[config.mk]
export PLATFORM = sky130hd
export DESIGN_NAME = control_sequencer_flat
export DESIGN_NICKNAME = d
export VERILOG_FILES = /design/src/rtl/control_sequencer_if.sv /design/src/rtl/control_sequencer.sv /design/src/flat_wrapper.sv
export SDC_FILE = /design/constraint.sdc
export NUM_CORES = 1
export LEC_CHECK = 0
export CAP_MARGIN = 25
export CELL_PAD_IN_SITES_DETAIL_PLACEMENT = 0
export CELL_PAD_IN_SITES_GLOBAL_PLACEMENT = 1
export CORE_ASPECT_RATIO = 1.2
export CORE_MARGIN = 2
export CORE_UTILIZATION = 42
export CTS_CLUSTER_DIAMETER = 40
export CTS_CLUSTER_SIZE = 10
export DETAILED_ROUTE_END_ITERATION = 8
export HOLD_SLACK_MARGIN = 0.06
export PLACE_DENSITY_LB_ADDON = 0.08
export SYNTH_ARGS = -nofsm -noshare
export SYNTH_HDL_FRONTEND = slang
export SYNTH_SLANG_ARGS = --single-unit
[constraint.sdc]
create_clock -name clk -period 3.8 [get_ports clk]
set_input_delay 1.14 -clock clk [delete_from_list [all_inputs] [get_ports clk]]
set_output_delay 1.14 -clock clk [all_outputs]
set_load 0.01 [all_outputs]
[src/rtl/control_sequencer_if.sv]
// Instruction-fetch handshake between the control sequencer and instruction memory.
interface control_sequencer_if;
  logic        imem_req;
  logic [31:0] imem_addr;
  logic        imem_ack;
  logic [31:0] imem_rdata;

  modport master (output imem_req, imem_addr, input imem_ack, imem_rdata);
  modport slave  (input imem_req, imem_addr, output imem_ack, imem_rdata);
endinterface

[src/rtl/control_sequencer.sv]
// Multi-cycle fetch/decode/execute/write-back sequencer for an RV32 integer subset
// (R-type ALU, I-type ALU incl. shifts, LUI); any other opcode halts until reset.
module control_sequencer #(
  parameter logic [31:0] RESET_PC = 32'h0000_0000
) (
  input  logic                       clk,
  input  logic                       reset,
  control_sequencer_if.master        imem,
  output logic [6:0]                 op,
  output logic [4:0]                 addr_a,
  output logic [4:0]                 addr_b,
  output logic [4:0]                 addr_d,
  output logic [31:0]                immed,
  output logic                       y_sel,
  output logic                       write,
  output logic                       halted,
  output logic [31:0]                retired
);

  typedef enum logic [2:0] {FETCH, DECODE, EXEC, WB, HALT} state_e;

  state_e      state_q, state_d;
  logic        req_q, req_d;
  logic [31:0] pc_q, pc_d;
  logic [31:0] ir_q, ir_d;
  logic [31:0] retired_q, retired_d;
  logic [6:0]  op_q, op_d;
  logic [4:0]  addr_a_q, addr_a_d, addr_b_q, addr_b_d, addr_d_q, addr_d_d;
  logic [31:0] immed_q, immed_d;
  logic        y_sel_q, y_sel_d;

  logic        dec_legal;
  logic [6:0]  dec_op;
  logic [4:0]  dec_a, dec_b, dec_d;
  logic [31:0] dec_immed;
  logic        dec_y_sel;

  always_comb begin
    dec_legal = 1'b1;
    dec_op    = '0;
    dec_a     = '0;
    dec_b     = '0;
    dec_d     = '0;
    dec_immed = '0;
    dec_y_sel = 1'b0;
    case (ir_q[6:0])
      7'b0110011: begin
        dec_y_sel = 1'b1;
        dec_a     = ir_q[19:15];
        dec_b     = ir_q[24:20];
        dec_d     = ir_q[11:7];
        dec_op    = {3'b000, ir_q[30], ir_q[14:12]};
      end
      7'b0010011: begin
        dec_a = ir_q[19:15];
        dec_d = ir_q[11:7];
        // Shifts carry the arithmetic/logical select in IR[30] and a 5-bit shamt.
        if (ir_q[14:12] == 3'b001 || ir_q[14:12] == 3'b101) begin
          dec_immed = {27'b0, ir_q[24:20]};
          dec_op    = {3'b000, ir_q[30], ir_q[14:12]};
        end else begin
          dec_immed = {{20{ir_q[31]}}, ir_q[31:20]};
          dec_op    = {4'b0000, ir_q[14:12]};
        end
      end
      7'b0110111: begin
        dec_d     = ir_q[11:7];
        dec_immed = {ir_q[31:12], 12'b0};
      end
      default: dec_legal = 1'b0;
    endcase
  end

  always_comb begin
    state_d   = state_q;
    pc_d      = pc_q;
    ir_d      = ir_q;
    retired_d = retired_q;
    op_d      = op_q;
    addr_a_d  = addr_a_q;
    addr_b_d  = addr_b_q;
    addr_d_d  = addr_d_q;
    immed_d   = immed_q;
    y_sel_d   = y_sel_q;
    case (state_q)
      FETCH: begin
        if (req_q && imem.imem_ack) begin
          ir_d    = imem.imem_rdata;
          state_d = DECODE;
        end
      end
      DECODE: begin
        if (dec_legal) begin
          op_d     = dec_op;
          addr_a_d = dec_a;
          addr_b_d = dec_b;
          addr_d_d = dec_d;
          immed_d  = dec_immed;
          y_sel_d  = dec_y_sel;
          state_d  = EXEC;
        end else begin
          state_d = HALT;
        end
      end
      EXEC: state_d = WB;
      WB: begin
        pc_d      = pc_q + 32'd4;
        retired_d = retired_q + 32'd1;
        state_d   = FETCH;
      end
      HALT:    state_d = HALT;
      default: state_d = HALT;
    endcase
    // Request is registered so it stays low through reset and rises on the first edge after.
    req_d = (state_d == FETCH);
  end

  always_ff @(posedge clk or negedge reset) begin
    if (!reset) begin
      state_q   <= FETCH;
      req_q     <= 1'b0;
      pc_q      <= RESET_PC;
      ir_q      <= '0;
      retired_q <= '0;
      op_q      <= '0;
      addr_a_q  <= '0;
      addr_b_q  <= '0;
      addr_d_q  <= '0;
      immed_q   <= '0;
      y_sel_q   <= 1'b0;
    end else begin
      state_q   <= state_d;
      req_q     <= req_d;
      pc_q      <= pc_d;
      ir_q      <= ir_d;
      retired_q <= retired_d;
      op_q      <= op_d;
      addr_a_q  <= addr_a_d;
      addr_b_q  <= addr_b_d;
      addr_d_q  <= addr_d_d;
      immed_q   <= immed_d;
      y_sel_q   <= y_sel_d;
    end
  end

  assign imem.imem_req  = req_q;
  assign imem.imem_addr = pc_q;
  assign op             = op_q;
  assign addr_a         = addr_a_q;
  assign addr_b         = addr_b_q;
  assign addr_d         = addr_d_q;
  assign immed          = immed_q;
  assign y_sel          = y_sel_q;
  assign write          = (state_q == WB) && (addr_d_q != 5'd0);
  assign halted         = (state_q == HALT);
  assign retired        = retired_q;

endmodule

[src/flat_wrapper.sv]
// flat-port wrapper written by rule: the top's interface ports become plain ports
module control_sequencer_flat 
#(
  parameter logic [31:0] RESET_PC = 32'h0000_0000
)
  (clk, reset, op, addr_a, addr_b, addr_d, immed, y_sel, write, halted, retired, imem_imem_req, imem_imem_addr, imem_imem_ack, imem_imem_rdata);
  control_sequencer_if imem_i ();
  input  logic clk;
  input  logic reset;
  output logic [6:0] op;
  output logic [4:0] addr_a;
  output logic [4:0] addr_b;
  output logic [4:0] addr_d;
  output logic [31:0] immed;
  output logic y_sel;
  output logic write;
  output logic halted;
  output logic [31:0] retired;
  output wire logic [$bits(imem_i.imem_req)-1:0] imem_imem_req;
  output wire logic [$bits(imem_i.imem_addr)-1:0] imem_imem_addr;
  input wire logic [$bits(imem_i.imem_ack)-1:0] imem_imem_ack;
  input wire logic [$bits(imem_i.imem_rdata)-1:0] imem_imem_rdata;
  assign imem_imem_req = imem_i.imem_req;
  assign imem_imem_addr = imem_i.imem_addr;
  assign imem_i.imem_ack = imem_imem_ack;
  assign imem_i.imem_rdata = imem_imem_rdata;
  control_sequencer #(.RESET_PC(RESET_PC)) u_core (.clk(clk), .reset(reset), .imem(imem_i), .op(op), .addr_a(addr_a), .addr_b(addr_b), .addr_d(addr_d), .immed(immed), .y_sel(y_sel), .write(write), .halted(halted), .retired(retired));
endmodule
======== Word-level counts from Yosys, hierarchy flattened ========
Cells that the tools add are included.
Widths: inputs -> output; s select.
cells by class
  add/subtract/negate cells ............... 2
  eq/ne operators ......................... 9
  reductions and logical operators ........ 10
  mux-type cells .......................... 12
operators by type and width
  kind                   number
  $pmux 32 s2            1
  $add 32x1->32 const B  1
  $add 32x3->32 const B  1
  $mux 32                1
  $mux 5                 3
  $eq 7x6->1 const B     2
  $pmux 7 s2             1
  $pmux 3 s4             1
  $eq 7x5->1 const B     1
  $eq 3x1->1 const B     2
  $eq 3x2->1 const B     2
  $eq 3x3->1 const B     2
  $logic_not 3->1        2
  $mux 3                 2
  $reduce_bool 5->1      1
  $mux 4                 1
  $reduce_and 2->1       2
  $reduce_or 3->1        1
  $logic_and 1x1->1      2
  $mux 1                 2
  $reduce_or 2->1        1
  $logic_or 1x1->1       1
storage, ports and cells
  input bits .............................. 35
  logic and storage cells ................. 44
  flip-flop bits (word level) ............. 155

======== Depth between registers and ports, before layout ========
  depth after elaboration ................. 6
  depth in mapped cells ................... 7
  mapped depth without buffers ............ 5

======== Worst setup path before layout ========
OpenSTA, ideal clock, no wires.
  path type ............................... input to register
  start ................................... input imem_imem_ack
  end ..................................... register u_core.ir_q[10]
  data arrival time ....................... 2.198 ns
  data required time ...................... 3.675 ns
  setup slack ............................. 1.477 ns
  stages on the path ...................... 4
  setup time .............................. 0.125 ns
  cell sequence ........................... nand3_1 > nor2_1 > clkbuf_1 > mux2_2
on the way
  cells in the longest elaborated chain, start to end .. 2
ends and longest elaborated chain
  what                        line                      text
  start: declaration          flat_wrapper.sv:21        input wire logic [$bits(imem_i.imem_ack)-1:0] imem_imem_ack;
  $logic_and 1x1->1           control_sequencer.sv:87   if (req_q && imem.imem_ack) begin
  $reduce_and 2->1 (no line)  -
  end signal: assignment      control_sequencer.sv:135  ir_q <= ir_d;
  end: declaration            control_sequencer.sv:25   logic [31:0] ir_q, ir_d;
Every way passes these cells.
A chain may end at the register's enable or synchronous reset.

======== Worst setup path after layout ========
  start ................................... register u_core.state_q[1]
  end ..................................... output write
on the way
  cells in the longest elaborated chain, start to end .. 2
ends and longest elaborated chain
  what                      line                      text
  start: declaration        control_sequencer.sv:22   state_e state_q, state_d;
  start signal: assignment  control_sequencer.sv:132  state_q <= state_d;
  $eq 3x2->1                control_sequencer.sv:154  assign write = (state_q == WB) && (addr_d_q != 5'd0);
  $logic_and 1x1->1         control_sequencer.sv:154
  end: declaration          flat_wrapper.sv:16        output logic write;
Every way passes these cells.

==> flow_summary.json <==
{
  "dieWidth_um": 116,
  "num_vias": 4637,
  "drtIter0Drc": 239,
  "ys_seq_area_share_pct": 59.7,
  "synth-edff-count": 0,
  "cts_setup_buffers": 0,
  "mostFrequentLayoutCells": "clkdlybuf4s50_1 (150), dfrtp_1 (150), xnor2_1 (50)",
  "cts_tree": "done",
  "insertedDiodeCount": 0,
  "cp_num_buf_inv": 2,
  "crit_end": "write",
  "syn_inst": 526,
  "rr_startpoint": "u_core.state_q[1]",
  "dpl_cell_area_sq_um": 8050,
  "drive_gt1_share_pct": 12.4,
  "crit_cells": 4,
  "synth-async-reset-ratio_pct": 100,
  "cap_violations": 0,
  "syn_avg_cell_area_sq_um": 11.9,
  "min_period_over_period_pct": 80.7,
  "crit_chain": "nand3b_1 -> buf_4 -> a21oi_1 -> clkdlybuf4s50_1",
  "p_clk_share_pct": 51.8,
  "wl_um": 14900,
  "cts_sinks": 150,
  "power_density_nw_per_um2": 399,
  "crit_path_max_incr_delay_ps": 550,
  "die-area_sq_um": 16000,
  "area_delta_synth_final_pct": 38.2,
  "cts_buffer_depth": 2,
  "place_ws_ps": 977,
  "hold_ws_ps": 466,
  "p_int_uw": 2790,
  "cts_buffers": 17,
  "path_clk_slew_ps": 60,
  "hold_buffers": 0,
  "wl_per_cell_um": 16.6,
  "irDropWorstVdd_v": 0.000262,
  "end_kind": "output port",
  "worst_pin_slew_ps": 974,
  "skew_ps": 8.31,
  "synth_cell_type_count": 38,
  "overflow": 0,
  "comb_power_share_pct": 2.1,
  "arrival_ps": 1920,
  "multi_input_area_sq_um": 2400,
  "relSlewSlack_pct": 34.6,
  "grt_pass1_vias": 4723,
  "htreeDepth": 4,
  "core-area_sq_um": 14800,
  "utilization_pct": 58.5,
  "critical_path_class": "reg2out",
  "start_util_pct": 42.4,
  "ys_seq_elements": 150,
  "cp_max_fo": 16,
  "synth-main-ff-cell": "dfrtp_1",
  "grt_max_degree": 95,
  "grt_usage_pct": 19.7,
  "dieHeight_um": 138,
  "clkLatencyLatePin_ps": 420,
  "ff_latch_area_sq_um": 3750,
  "hpwl_um": 10200,
  "dr.pass1.iters": 5,
  "switching_power_uw": 669,
  "ant_nets": 0,
  "yosysWarnings": 0,
  "max_freq_mhz": 326,
  "fillerInstances": 1303,
  "avgViaCountPerCell": 5.16,
  "synth_area_sq_um": 6280,
  "setup_ws_ps": 735,
  "finalSetupViolCount": 0,
  "p_seq_share_pct": 46.2,
  "maxSlewViolCount": 0,
  "cp.required_ps": 2660,
  "r2r-end": "u_core.immed[11]",
  "fin_setup_tns_ps": 0,
  "grt_pass1_wl_um": 24900,
  "reg2regPathDepth": 4,
  "num_rows": 49,
  "leakage_uw": 0.00377,
  "rsz0062_at_grt": "no",
  "min_path_type": "reg2reg",
  "min_period_ps": 3060,
  "swShare_pct": 19.3,
  "crit_family": "buffers and inverters",
  "hold_viol_final": 0,
  "status": "completed",
  "port-buffer-count": 151,
  "cp-start-kind": "flop",
  "final_area_sq_um": 8680,
  "pin_count": 157,
  "crit_start": "u_core.state_q[1]",
  "rrSetupSlack_ps": 1200,
  "crit_slowest_cell": "clkdlybuf4s50_1",
  "root_buffer": "clkbuf_16",
  "gp_congestion": 0.784,
  "nets": 720,
  "cts_resized": 0,
  "drc": 0,
  "antenna_found_initial": 0
}
==> area by class of cell <==
| cell class | instances | area share [%] |
|---|---|---|
| Multi-Input combinational cell | 344 | 27.6 |
| Tap cell | 204 | 2.94 |
| Sequential cell | 150 | 43.2 |
| Clock buffer | 22 | 5.58 |
| Inverter | 7 | 0.303 |
| Clock inverter | 8 | 1.69 |
| Timing Repair Buffer | 163 | 18.6 |
==> worst reg2reg max path, cell delays in order, from the launching register on <==
cell     delay, ps
dfrtp_1        480
or3b_1         540
nor4_4         900
buf_4          380
mux2i_1        210
==> stage by stage <==
step | std cells | power, uW
floorplan | 530 | 1630
global placement | 864 | 1700
detailed placement | 867 | 1700
CTS | 897 | 3510
global route | 898 | 3580
finish | 898 | 3460
==> routing by layer <==
layer,GRT usage (%),part of all wire [%]
met2,32.3,52
met3,6.36,5.2
met4,5.76,1.0
met5,0,0
met1,25.0,42
==> power groups by stage <==
stage	Sequential, uW	Clock, uW	Combinational (uW)
2_1_floorplan	1630	0	6.25
5_1_grt	1600	1900	81.1
3_3_place_gp	1630	0	72.9
3_5_place_dp	1630	0	74.3
6_report	1600	1790	71.2
4_1_cts	1600	1840	74.4
==> cells in the mapped netlist, drive strengths merged (2+ instances only) <==
master | count | area (sq um)
nand4b | 2 | 17.5
or3b | 2 | 17.5
clkbuf | 15 | 56.3
nor3 | 13 | 70.1
mux2 | 37 | 417
xor2 | 11 | 96.3
buf | 14 | 82.6
or3 | 3 | 18.8
xnor2 | 50 | 438
nor3b | 2 | 15.0
and3 | 6 | 37.5
o21ai | 2 | 10.0
nand2b | 2 | 12.5
nor4 | 7 | 65.1
nand4 | 43 | 269
a22o | 24 | 210
nand2 | 36 | 135
dfrtp | 150 | 3750
a31oi | 20 | 125
inv | 7 | 26.3
and2 | 3 | 18.8
and4 | 5 | 43.8
nor2 | 36 | 135
nand3 | 25 | 125
ha | 2 | 25.0
==> how the worst min path moves through the flow <==
stage	slack [ps]	cells past startpoint	endpoint	start
finish	470	1	u_core.imem.imem_addr[31]	u_core.imem.imem_addr[31]
global route	480	1	u_core.retired[31]	u_core.retired[31]
detailed placement	460	1	u_core.imem.imem_addr[31]	u_core.imem.imem_addr[31]
global placement	460	1	u_core.y_sel	u_core.y_sel
CTS	470	1	u_core.imem.imem_addr[31]	u_core.imem.imem_addr[31]
floorplan	470	1	u_core.ir_q[10]	u_core.ir_q[10]
==> flip-flops by register name (all words and copies together) (netlist names) <==
signal,count
u_core.y_sel,1
u_core.state_q,3
u_core.retired,32
u_core.addr_b,5
u_core.addr_a,5
u_core.ir_q,32
u_core.addr_d,5
u_core.imem.imem_req,1
u_core.op,4
u_core.imem.imem_addr,30
u_core.immed,32
==> cells by family (layout without fill, tap and decap cells) <==
family          after synthesis  after routing  synth area share [%]
compound gates               50             50                  5.97
buf+inv                      36            200                  2.63
other cells                   1              5                0.0597
mux                          38             38                  6.79
xor+xnor                     61             61                  8.50
flops                       150            150                  59.7
simple gates                188            188                  15.9
fa+ha+maj                     2              2                 0.398
Note: power is estimated with default switching activity, not from simulation.
